`src/rtl/ppu_timing_gen.sv`:
```
// Free-running dot/line raster that produces PPU-style hblank/vblank/csync_n/burst_n strobes for bring-up.
// Latency: all outputs are registered; strobes decode the same h_o/v_o they are presented with (1-cycle update from enable_i).
// Backpressure: none; enable_i low freezes the raster and strobes, and clears frame_start_o.
module ppu_timing_gen #(
    parameter int H_TOTAL      = 341,
    parameter int V_TOTAL      = 262,
    parameter int HBLANK_START = 274,
    parameter int HSYNC_START  = 290,
    parameter int HSYNC_WIDTH  = 25,
    parameter int BURST_START  = 320,
    parameter int BURST_WIDTH  = 15,
    parameter int VBLANK_START = 225,
    parameter int VSYNC_START  = 240,
    parameter int VSYNC_LINES  = 3
) (
    input  logic       clock,
    input  logic       reset,
    input  logic       enable_i,
    output logic [8:0] h_o,
    output logic [8:0] v_o,
    output logic       frame_start_o,
    output logic       hblank,
    output logic       vblank,
    output logic       csync_n,
    output logic       burst_n
);

    localparam logic [8:0] H_LAST    = 9'(H_TOTAL - 1);
    localparam logic [8:0] V_LAST    = 9'(V_TOTAL - 1);
    localparam logic [8:0] HB_START  = 9'(HBLANK_START);
    localparam logic [8:0] HS_START  = 9'(HSYNC_START);
    localparam logic [8:0] HS_END    = 9'(HSYNC_START + HSYNC_WIDTH);
    localparam logic [8:0] BU_START  = 9'(BURST_START);
    localparam logic [8:0] BU_END    = 9'(BURST_START + BURST_WIDTH);
    localparam logic [8:0] VB_START  = 9'(VBLANK_START);
    localparam logic [8:0] VS_START  = 9'(VSYNC_START);
    localparam logic [8:0] VS_END    = 9'(VSYNC_START + VSYNC_LINES);

    logic [8:0] h_nxt;
    logic [8:0] v_nxt;
    logic       wrap_nxt;

    always_comb begin
        h_nxt    = h_o;
        v_nxt    = v_o;
        wrap_nxt = 1'b0;
        if (enable_i) begin
            if (h_o == H_LAST) begin
                h_nxt = '0;
                if (v_o == V_LAST) begin
                    v_nxt    = '0;
                    wrap_nxt = 1'b1;
                end else begin
                    v_nxt = v_o + 9'd1;
                end
            end else begin
                h_nxt = h_o + 9'd1;
            end
        end
    end

    // Decode the next-state position so the registered strobes line up with h_o/v_o.
    logic hblank_nxt;
    logic vblank_nxt;
    logic hsync_win;
    logic vsync_line;
    logic burst_win;
    logic csync_n_nxt;
    logic burst_n_nxt;

    always_comb begin
        hblank_nxt  = (h_nxt >= HB_START);
        vblank_nxt  = (v_nxt >= VB_START);
        hsync_win   = (h_nxt >= HS_START) && (h_nxt < HS_END);
        vsync_line  = (v_nxt >= VS_START) && (v_nxt < VS_END);
        burst_win   = (h_nxt >= BU_START) && (h_nxt < BU_END);
        // Vsync lines use inverted serration: sync is high only inside the hsync window.
        csync_n_nxt = vsync_line ? hsync_win : ~hsync_win;
        burst_n_nxt = ~(burst_win && !vblank_nxt);
    end

    always_ff @(posedge clock) begin
        if (!reset) begin
            h_o           <= '0;
            v_o           <= '0;
            frame_start_o <= 1'b0;
            hblank        <= 1'b0;
            vblank        <= 1'b0;
            csync_n       <= 1'b1;
            burst_n       <= 1'b1;
        end else begin
            h_o           <= h_nxt;
            v_o           <= v_nxt;
            frame_start_o <= wrap_nxt;
            hblank        <= hblank_nxt;
            vblank        <= vblank_nxt;
            csync_n       <= csync_n_nxt;
            burst_n       <= burst_n_nxt;
        end
    end

endmodule

```
`config.mk`:
```
export PLATFORM = sky130hd
export DESIGN_NAME = ppu_timing_gen
export DESIGN_NICKNAME = d
export VERILOG_FILES = /design/src/rtl/ppu_timing_gen.sv
export SDC_FILE = /design/constraint.sdc
export NUM_CORES = 1
export LEC_CHECK = 0
export CORE_MARGIN = 3
export CORE_UTILIZATION = 35
export CTS_CLUSTER_DIAMETER = 30
export DETAILED_ROUTE_END_ITERATION = 8
export PLACE_DENSITY = 0.57
export SETUP_SLACK_MARGIN = 0.05
export SYNTH_ARGS = -nofsm -noshare
export SYNTH_HDL_FRONTEND = slang
export SYNTH_SLANG_ARGS = --single-unit
```
`constraint.sdc`:
```
create_clock -name clock -period 3.44 [get_ports clock]
set_input_delay 0.344 -clock clock [delete_from_list [all_inputs] [get_ports clock]]
set_output_delay 0.344 -clock clock [all_outputs]
set_load 0.005 [all_outputs]
```
=== After elaboration in Yosys (flattened, before gate mapping) ===
Index checks and enable logic that the tools add are counted.

* Mux-type cells: 7
* Eq/ne operators: 2
* Magnitude comparators: 8
* Reduce and logical (&&, ||, !) cells: 6
* Bitwise logic cells: 2
* $add $sub $neg: 2

{| class="wikitable"
|+ Operator list
! kind !! count
|-
| two-way mux 9 bit || 5
|-
| greater-or-equal comparator 9 bit (second input constant) || 3
|-
| adder 9 x 1 -> 9 bit (second input constant) || 2
|-
| equality test 9 bit (second input constant) || 2
|-
| greater-or-equal comparator 9 x 8 -> 1 bit (second input constant) || 2
|-
| less-than comparator 9 bit (second input constant) || 2
|-
| less-than comparator 9 x 8 -> 1 bit (second input constant) || 1
|-
| logical AND 1 bit || 4
|-
| AND reduction 3 bit || 1
|-
| two-way mux 1 bit || 2
|-
| NOT 1 bit || 2
|-
| logical NOT 1 bit || 1
|}

* Register bits: 23
* Logic and storage cells: 34
* Bits of input ports: 3
* Output and inout bits: 23

=== Longest topological paths before layout ===
Gate-level depths: netlist (run 1).

* Depth after elaboration: 8
* Gate-level depth with buffers: 10
* Mapped depth without buffers: 9

=== Least setup slack after synthesis (run 1) ===
OpenSTA, ideal clock, no wires.

* Path kind: reg2reg
* Start point: register h_o[3]
* End point: register burst_n
* Buffers on the path: 2
* Setup time: 0.137 ns
* Arrival time: 1.828 ns
* Setup slack: 1.475 ns
* Cell stages (with the launch flop): 9
* Period minus slack after synthesis: 1.965 ns
* Data required time: 3.303 ns
* Cell sequence: dfxtp_1 > buf_6 > nand4bb_4 > or4_1 > buf_2 > nor4b_2 > a31oi_1 > a31oi_1 > nand4b_1

* Word-level cells in the longest chain between the ends: 7
* Elaborated cells between the ends (all ways): 13
* Those cells by class: add/sub: 1; order compare: 3; eq/ne: 1; mux: 4; bitwise: 1; reduce/logical: 3

{| class="wikitable"
|+ RTL lines
! what !! line !! text
|-
| start, declared || 19 || <nowiki>output logic [8:0] h_o,</nowiki>
|-
| start signal, assigned || 92 || <nowiki>h_o <= h_nxt;</nowiki>
|-
| adder 9 x 1 -> 9 bit or equality test 9 bit (tied branches) || 57, 48 ||
|-
| two-way mux 9 bit || 48 || <nowiki>if (h_o == H_LAST) begin</nowiki>
|-
| two-way mux 9 bit || 47 || <nowiki>if (enable_i) begin</nowiki>
|-
| greater-or-equal comparator 9 bit, or another cell as far along || 76 || <nowiki>burst_win = (h_nxt >= BU_START) && (h_nxt < BU_END);</nowiki>
|-
| logical AND 1 bit or logical NOT 1 bit (tied branches) || 76, 79 ||
|-
| logical AND 1 bit (*) || 79 || <nowiki>burst_n_nxt = ~(burst_win && !vblank_nxt);</nowiki>
|-
| NOT 1 bit (*) || 79 ||
|-
| end signal, assigned || 98 || <nowiki>burst_n <= burst_n_nxt;</nowiki>
|-
| end, declared || 25 || <nowiki>output logic burst_n</nowiki>
|}

Mark *: on every way between the ends. The rest lies on a longest branch, timed or not.
A chain may end at the register's enable or synchronous reset.

=== Worst setup path in the final report (run 1) ===
* Start point: input port enable_i
* End point: register burst_n

* Word-level cells in the longest chain between the ends: 5
* Elaborated cells between the ends (all ways): 9
* Those cells by class: order compare: 3; mux: 2; bitwise: 1; reduce/logical: 3

{| class="wikitable"
|+ RTL lines
! what !! line !! text
|-
| start, declared || 18 || <nowiki>input logic enable_i,</nowiki>
|-
| two-way mux 9 bit || 47 ||
|-
| greater-or-equal comparator 9 bit, or another cell as far along || 76 ||
|-
| logical AND 1 bit or logical NOT 1 bit (tied branches) || 76, 79 ||
|-
| logical AND 1 bit (*) || 79 ||
|-
| NOT 1 bit (*) || 79 ||
|}

Marked as above.

==> impl_metrics.tcl, run 1 <==
set metrics [dict create \
    status "finished, final reports clean" \
    start_kind "primary input" \
    tritoncts "yes" \
    finalCritPeriodShare_pct 77.9 \
    ys_warn_count 0 \
    grt_pass1_wl_um 5890 \
    synth_top_area_cell "dfxtp_1" \
    antenna_found_initial 0 \
    netlist_area_um2 1410 \
    path_max_fanout 14 \
    gp_congestion 0.920 \
    start_util_pct 37.4 \
    power.density_nw_per_um2 276 \
    overflow 0 \
    critPathRequiredTime_ns 3.57 \
    final_cells 241 \
    synth.most_common_cell "dfxtp_1" \
    worst_r2r_path_depth 6 \
    placed_cells 237 \
    cts_buffer_depth 2 \
    max_freq_mhz 373 \
    fp-row-count 22 \
    num_io_pins 26 \
    syn_inst 176 \
    r2r_slack_ns 1.02 \
    min_to "v_o[1]" \
    endpoint_kind "register" \
    skew_ns 0.00160 \
    rsz0062_at_grt "false" \
    clock-root-buffer "clkbuf_8" \
    firstDrtPassIters 4 \
    period_needed_ns 2.68 \
    io_buffers 25 \
    worstMarginPinSlew_ns 0.541 \
    synth.area.top_cells "dfxtp_1 33%, nor2b_1 5.3%, o21ai_0 3.9%" \
    ir_drop_v 0.000107 \
    layout.nets 201 \
    clock_sinks 23 \
    drv_slew 0 \
    diodes 0 \
    synth_top_area_share_pct 32.6 \
    ant_nets 0 \
    grt_pass1_vias 1262 \
    die-area_um2 4830 \
    grtUsageTotal_pct 14.6 \
    cp.arrival_ns 2.81 \
    post_cts_buffers 0 \
    synth_common_cells "23 x dfxtp_1, 14 x nor2_1, 13 x nand2_1" \
    drtIter0Drc 111 \
    rr_endpoint "burst_n" \
    setup_viol 0 \
    drive_above_1_share_pct 4.66 \
    wirelength_um 3190 \
    min_path_type "register to register" \
    grt_max_degree 19 \
    setup_tns_ns 0 \
    clkLatencyLatePin_ns 0.26 \
    path_class "primary input to register" \
    post_drt_wl_per_cell_um 13.2 \
    core_um2 3770 \
    syn-num-nets 183 \
    synthFlopType "dfxtp_1" \
    seq_area_frac_synth_pct 32.6 \
    maxCapViolCount 0 \
    viasPerCell 5.39 \
    clk_pin_slew_ns 0.08 \
    die_y_um 69.5 \
    num_vias 1300 \
    die_w_um 69.5 \
    ys_seq_elements 23 \
    cts.repair.resized 0 \
    slew_headroom_pct 63.8 \
    dp_hpwl_um 2360 \
    r2r-start "h_o[2]" \
    postCtsHoldBufs 0 \
    synth-edff-count 0 \
    p_leak_uw 0.000548 \
    synth_cell_types 40 \
    drc 0 \
    numCtsBuffers 3 \
    synthToLayoutAreaGrowth_pct 21.2 \
    min_from "v_o[1]" \
    hold_violations 0 \
    htree_levels 1 \
    crit_path_start "enable_i" \
    synthArstFlopShare_pct 0 \
    syn_avg_cell_area_um2 8.02 \
    hold_depth 2 \
]
## kinds of logic (layout without fill, tap and decap cells)
group	after synthesis	in the layout	synth area share, %
mux	1	1	0.709
compound gates	36	36	15.6
flops	23	23	32.6
buf+inv	18	35	5.94
xor+xnor	11	11	6.83
simple gates	83	83	34.8
fa+ha+maj	4	4	3.55
## metal layers
metal | routed length, um | vias to the layer above | global-route usage [%] | share of wire [%]
met4 | 82 | 0 | 6.29 | 2.6
met1 | 1520 | 589 | 19.3 | 48
met5 | 0 | - | 0 | 0
met3 | 126 | 10 | 2.32 | 4.0
met2 | 1460 | 38 | 23.4 | 46
li1 | - | 663 | - | -
## worst max-delay path by stage
| stage | endpoint | slack (ns) | cells past startpoint |
|---|---|---|---|
| after floorplan | burst_n | 1.47 | 8 |
| after global routing | burst_n | 0.48 | 7 |
| after CTS | burst_n | 0.78 | 7 |
| after detailed placement | burst_n | 0.50 | 7 |
| after global placement | burst_n | 0.60 | 7 |
| final | burst_n | 0.76 | 7 |
## final cells by class
type                    count  area, um^2
clock buffers               3        41.3
clock inverters             1        5.00
fillers                   359        2060
inverters                   5        18.8
multi-input cells         135         867
flip-flops and latches     23         460
well taps                  48        60.1
repair buffers             26         258
## registers in the layout, summed over array words and instances, names as in the netlist
signal,cells
vblank,1
burst_n,1
frame_start_o,1
csync_n,1
v_o,9
h_o,9
hblank,1
## power breakdown
part / total (uW) / switching (uW) / internal [uW]
clock network: 164 / 83.4 / 80.7
registers: 273 / 4.91 / 268
logic: 35.3 / 18.1 / 17.2
## critical path, stage by stage
cell	delay [ns]
clkdlybuf4s50_1	0.69
nand2_1	0.16
or4_1	0.79
nor4b_2	0.36
a31oi_1	0.07
a31oi_1	0.28
nand4b_1	0.13
## through the flow
step / utilization [%] / hold WS [ns] / total power [uW] / area (um^2) / setup slack, ns
6_report: 45.4 / 0.638 / 473 / 1710 / 0.761
5_1_grt: 45.4 / 0.682 / 501 / 1710 / 0.478
4_1_cts: 45.4 / 0.641 / 482 / 1710 / 0.780
3_5_place_dp: 44.1 / 0.631 / 315 / 1660 / 0.496
3_3_place_gp: 44.1 / 0.633 / 314 / 1660 / 0.603
2_1_floorplan: - / 0.472 / 301 / 1410 / 1.47
## cells in the final DEF, fill, tap and decap left out, types with 2 or more instances in the layout
| master | netlist | routed |
|---|---|---|
| nor4_1 | 2 | 2 |
| and4_1 | 2 | 2 |
| a211oi_1 | 2 | 2 |
| o21ai_0 | 11 | 11 |
| or3_1 | 2 | 2 |
| ha_1 | 4 | 4 |
| nor2b_1 | 12 | 12 |
| nand2b_1 | 3 | 3 |
| nand2_1 | 13 | 13 |
| xor2_1 | 5 | 5 |
| a21boi_0 | 2 | 2 |
| nor3_1 | 5 | 5 |
| nor2_1 | 14 | 14 |
| clkdlybuf4s50_1 | 0 | 25 |
| dfxtp_1 | 23 | 23 |
| and3_1 | 4 | 4 |
| nand4b_1 | 3 | 3 |
| a21oi_1 | 9 | 9 |
| xnor2_1 | 6 | 6 |
| nand3_1 | 8 | 8 |
| o2111ai_1 | 2 | 2 |
| and2_1 | 5 | 5 |
| a31oi_1 | 4 | 4 |
| inv_1 | 5 | 5 |
| nand4_1 | 4 | 4 |
| clkbuf_8 | 0 | 3 |
Power figures use the tool's default switching activity.
==> inputs of run 2 (changes only) <==
--- a/config.mk
+++ b/config.mk
@@ -9,7 +9,7 @@
 export CORE_UTILIZATION = 35
 export CTS_CLUSTER_DIAMETER = 30
 export DETAILED_ROUTE_END_ITERATION = 8
-export PLACE_DENSITY = 0.57
+export PLACE_DENSITY = 0.59
 export SETUP_SLACK_MARGIN = 0.05
 export SYNTH_ARGS = -nofsm -noshare
 export SYNTH_HDL_FRONTEND = slang
==> constraint.sdc (replaced) <==
create_clock -name clock -period 2.2 [get_ports clock]
set_input_delay 0.22 -clock clock [delete_from_list [all_inputs] [get_ports clock]]
set_output_delay 0.22 -clock clock [all_outputs]
set_load 0.005 [all_outputs]
==> run 2 against run 1 <==
Net effect: count of clock-buffer cells in the layout stayed put; worst setup slack worse by 0.58 ns; final area increased by 12%; combinational power up 93%; critical endpoint unchanged; clock power up 63%; highest routed layer unchanged; total power is 61% higher.
==> impl_metrics.tcl, run 2 (synthesis gave the netlist of run 1 again) <==
set metrics [dict create \
    crit_path_start "enable_i" \
    io_buffers 25 \
    num_io_pins 26 \
    die-area_um2 4830 \
    postCtsHoldBufs 0 \
    r2r-start "h_o[1]" \
    clock_sinks 23 \
    drive_above_1_share_pct 17.6 \
    post_drt_wl_per_cell_um 14.1 \
    viasPerCell 5.40 \
    tritoncts "yes" \
    worstMarginPinSlew_ns 0.396 \
    rr_endpoint "burst_n" \
    num_vias 1425 \
    crit_slowest_cell "clkdlybuf4s50_1" \
    r2r_slack_ns 0.19 \
    cp.arrival_ns 2.16 \
    slew_headroom_pct 73.3 \
    endpoint_kind "register" \
    die_y_um 69.5 \
    finalCritPeriodShare_pct 91.6 \
    min_path_type "register to register" \
    layout_setup_ws_ns 0.185 \
    antenna_found_initial 0 \
    crit_path_cell_trace "clkdlybuf4s50_1 -> buf_4 -> nand4_1 -> or3_1 -> a21oi_1 -> nor2_2 -> o21ai_0 -> nand4b_1" \
    critical_path.max_stage_delay_ns 0.49 \
    ir_drop_v 0.000202 \
    ant_nets 0 \
    htree_levels 1 \
    firstDrtPassIters 4 \
    min_to "v_o[6]" \
    path_max_fanout 11 \
    dp_hpwl_um 2760 \
    p_leak_uw 0.000668 \
    cp_top_family "simple AND/OR/NAND/NOR gates" \
    layout.nets 224 \
    setup_viol 0 \
    fp-row-count 22 \
    clkLatencyLatePin_ns 0.26 \
    drc 0 \
    layout_common_cells "25 x clkdlybuf4s50_1, 24 x buf_4, 22 x dfxtp_1" \
    period_needed_ns 2.02 \
    power.density_nw_per_um2 398 \
    start_kind "primary input" \
    overflow 0 \
    rsz0062_at_grt "false" \
    synthToLayoutAreaGrowth_pct 35.4 \
    path_class "primary input to register" \
    critPathRequiredTime_ns 2.34 \
    biggestRegsByFlops "h_o (9), v_o (9)" \
    status "finished, final reports clean" \
    hold_depth 2 \
    fillers 351 \
    cp_num_buf_inv 2 \
    numCtsBuffers 3 \
    grtUsageTotal_pct 15.6 \
    maxCapViolCount 0 \
    grt_pass1_wl_um 6240 \
    diodes 0 \
    final_common_cell "clkdlybuf4s50_1" \
    wirelength_um 3730 \
    clk_pin_slew_ns 0.08 \
    core_um2 3770 \
    drv_slew 0 \
    max_freq_mhz 496 \
    place_ws_ns -0.140 \
    grt_pass1_vias 1418 \
    drtIter0Drc 104 \
    clock-root-buffer "clkbuf_8" \
    worst_r2r_path_depth 7 \
    die_w_um 69.5 \
    setup_tns_ns 0 \
    skew_ns 0.00273 \
    min_from "v_o[6]" \
    gp_congestion 0.913 \
    grt_max_degree 18 \
    hold_violations 0 \
    cts_buffer_depth 2 \
    start_util_pct 37.4 \
]
[run 2: cell types whose count changed in the layout (fill, tap and decap cells not counted), sizes merged]
cell  delta
buf     +23
[run 2: through the flow]
stage	utilization (%)	std cells	hold slack, ns	area, um^2	power, uW
2_1_floorplan	-	176	0.348	1410	470
3_3_place_gp	48.7	260	0.647	1840	501
3_5_place_dp	48.7	260	0.657	1840	502
4_1_cts	49.9	264	0.678	1880	768
5_1_grt	50.7	264	0.727	1910	794
6_report	50.7	264	0.682	1910	759
[run 2: worst max path at each step]
stage          endpoint  slack [ns]  depth (start not counted)
6_report        burst_n        0.18                          8
5_1_grt         burst_n        0.05                          7
4_1_cts         burst_n        0.06                          8
3_5_place_dp    burst_n       -0.14                          7
3_3_place_gp    csync_n       -0.09                          9
2_1_floorplan   burst_n        0.23                          8
[run 2: area by class of cell]
type / instances / area [um^2] / share of cell area, %
Timing Repair Buffer: 49 / 430 / 22.5
Clock buffer: 3 / 41.3 / 2.16
Sequential cell: 23 / 462 / 24.2
Multi-Input combinational cell: 135 / 893 / 46.8
Tap cell: 48 / 60.1 / 3.14
Inverter: 5 / 18.8 / 0.982
Clock inverter: 1 / 5.00 / 0.262
[run 2: where the power goes]
group / internal, uW / switching, uW
Combinational: 33.2 / 34.9
Sequential: 420 / 4.29
Clock: 126 / 141
[run 2: worst min-delay path: stages, from the launching register on]
cell and delay, ns:
dfxtp_1 0.43, xor2_2 0.12, nor2b_1 0.09
[run 2: layer usage]
| layer | vias up | GRT usage [%] | wire [um] | share of wire [%] |
|---|---|---|---|---|
| li1 | 705 | - | - | - |
| met1 | 675 | 18.4 | 1570 | 42 |
| met2 | 39 | 27.1 | 1940 | 52 |
| met3 | 6 | 2.75 | 165 | 4.4 |
| met4 | 0 | 7.16 | 51 | 1.4 |
| met5 | - | 0 | 0 | 0 |
[run 2: timing repair]
item	CTS	global route
setup endpoints to repair	0	4
buffers inserted	0	0
hold endpoints to repair	0	0
resized for setup	0	8
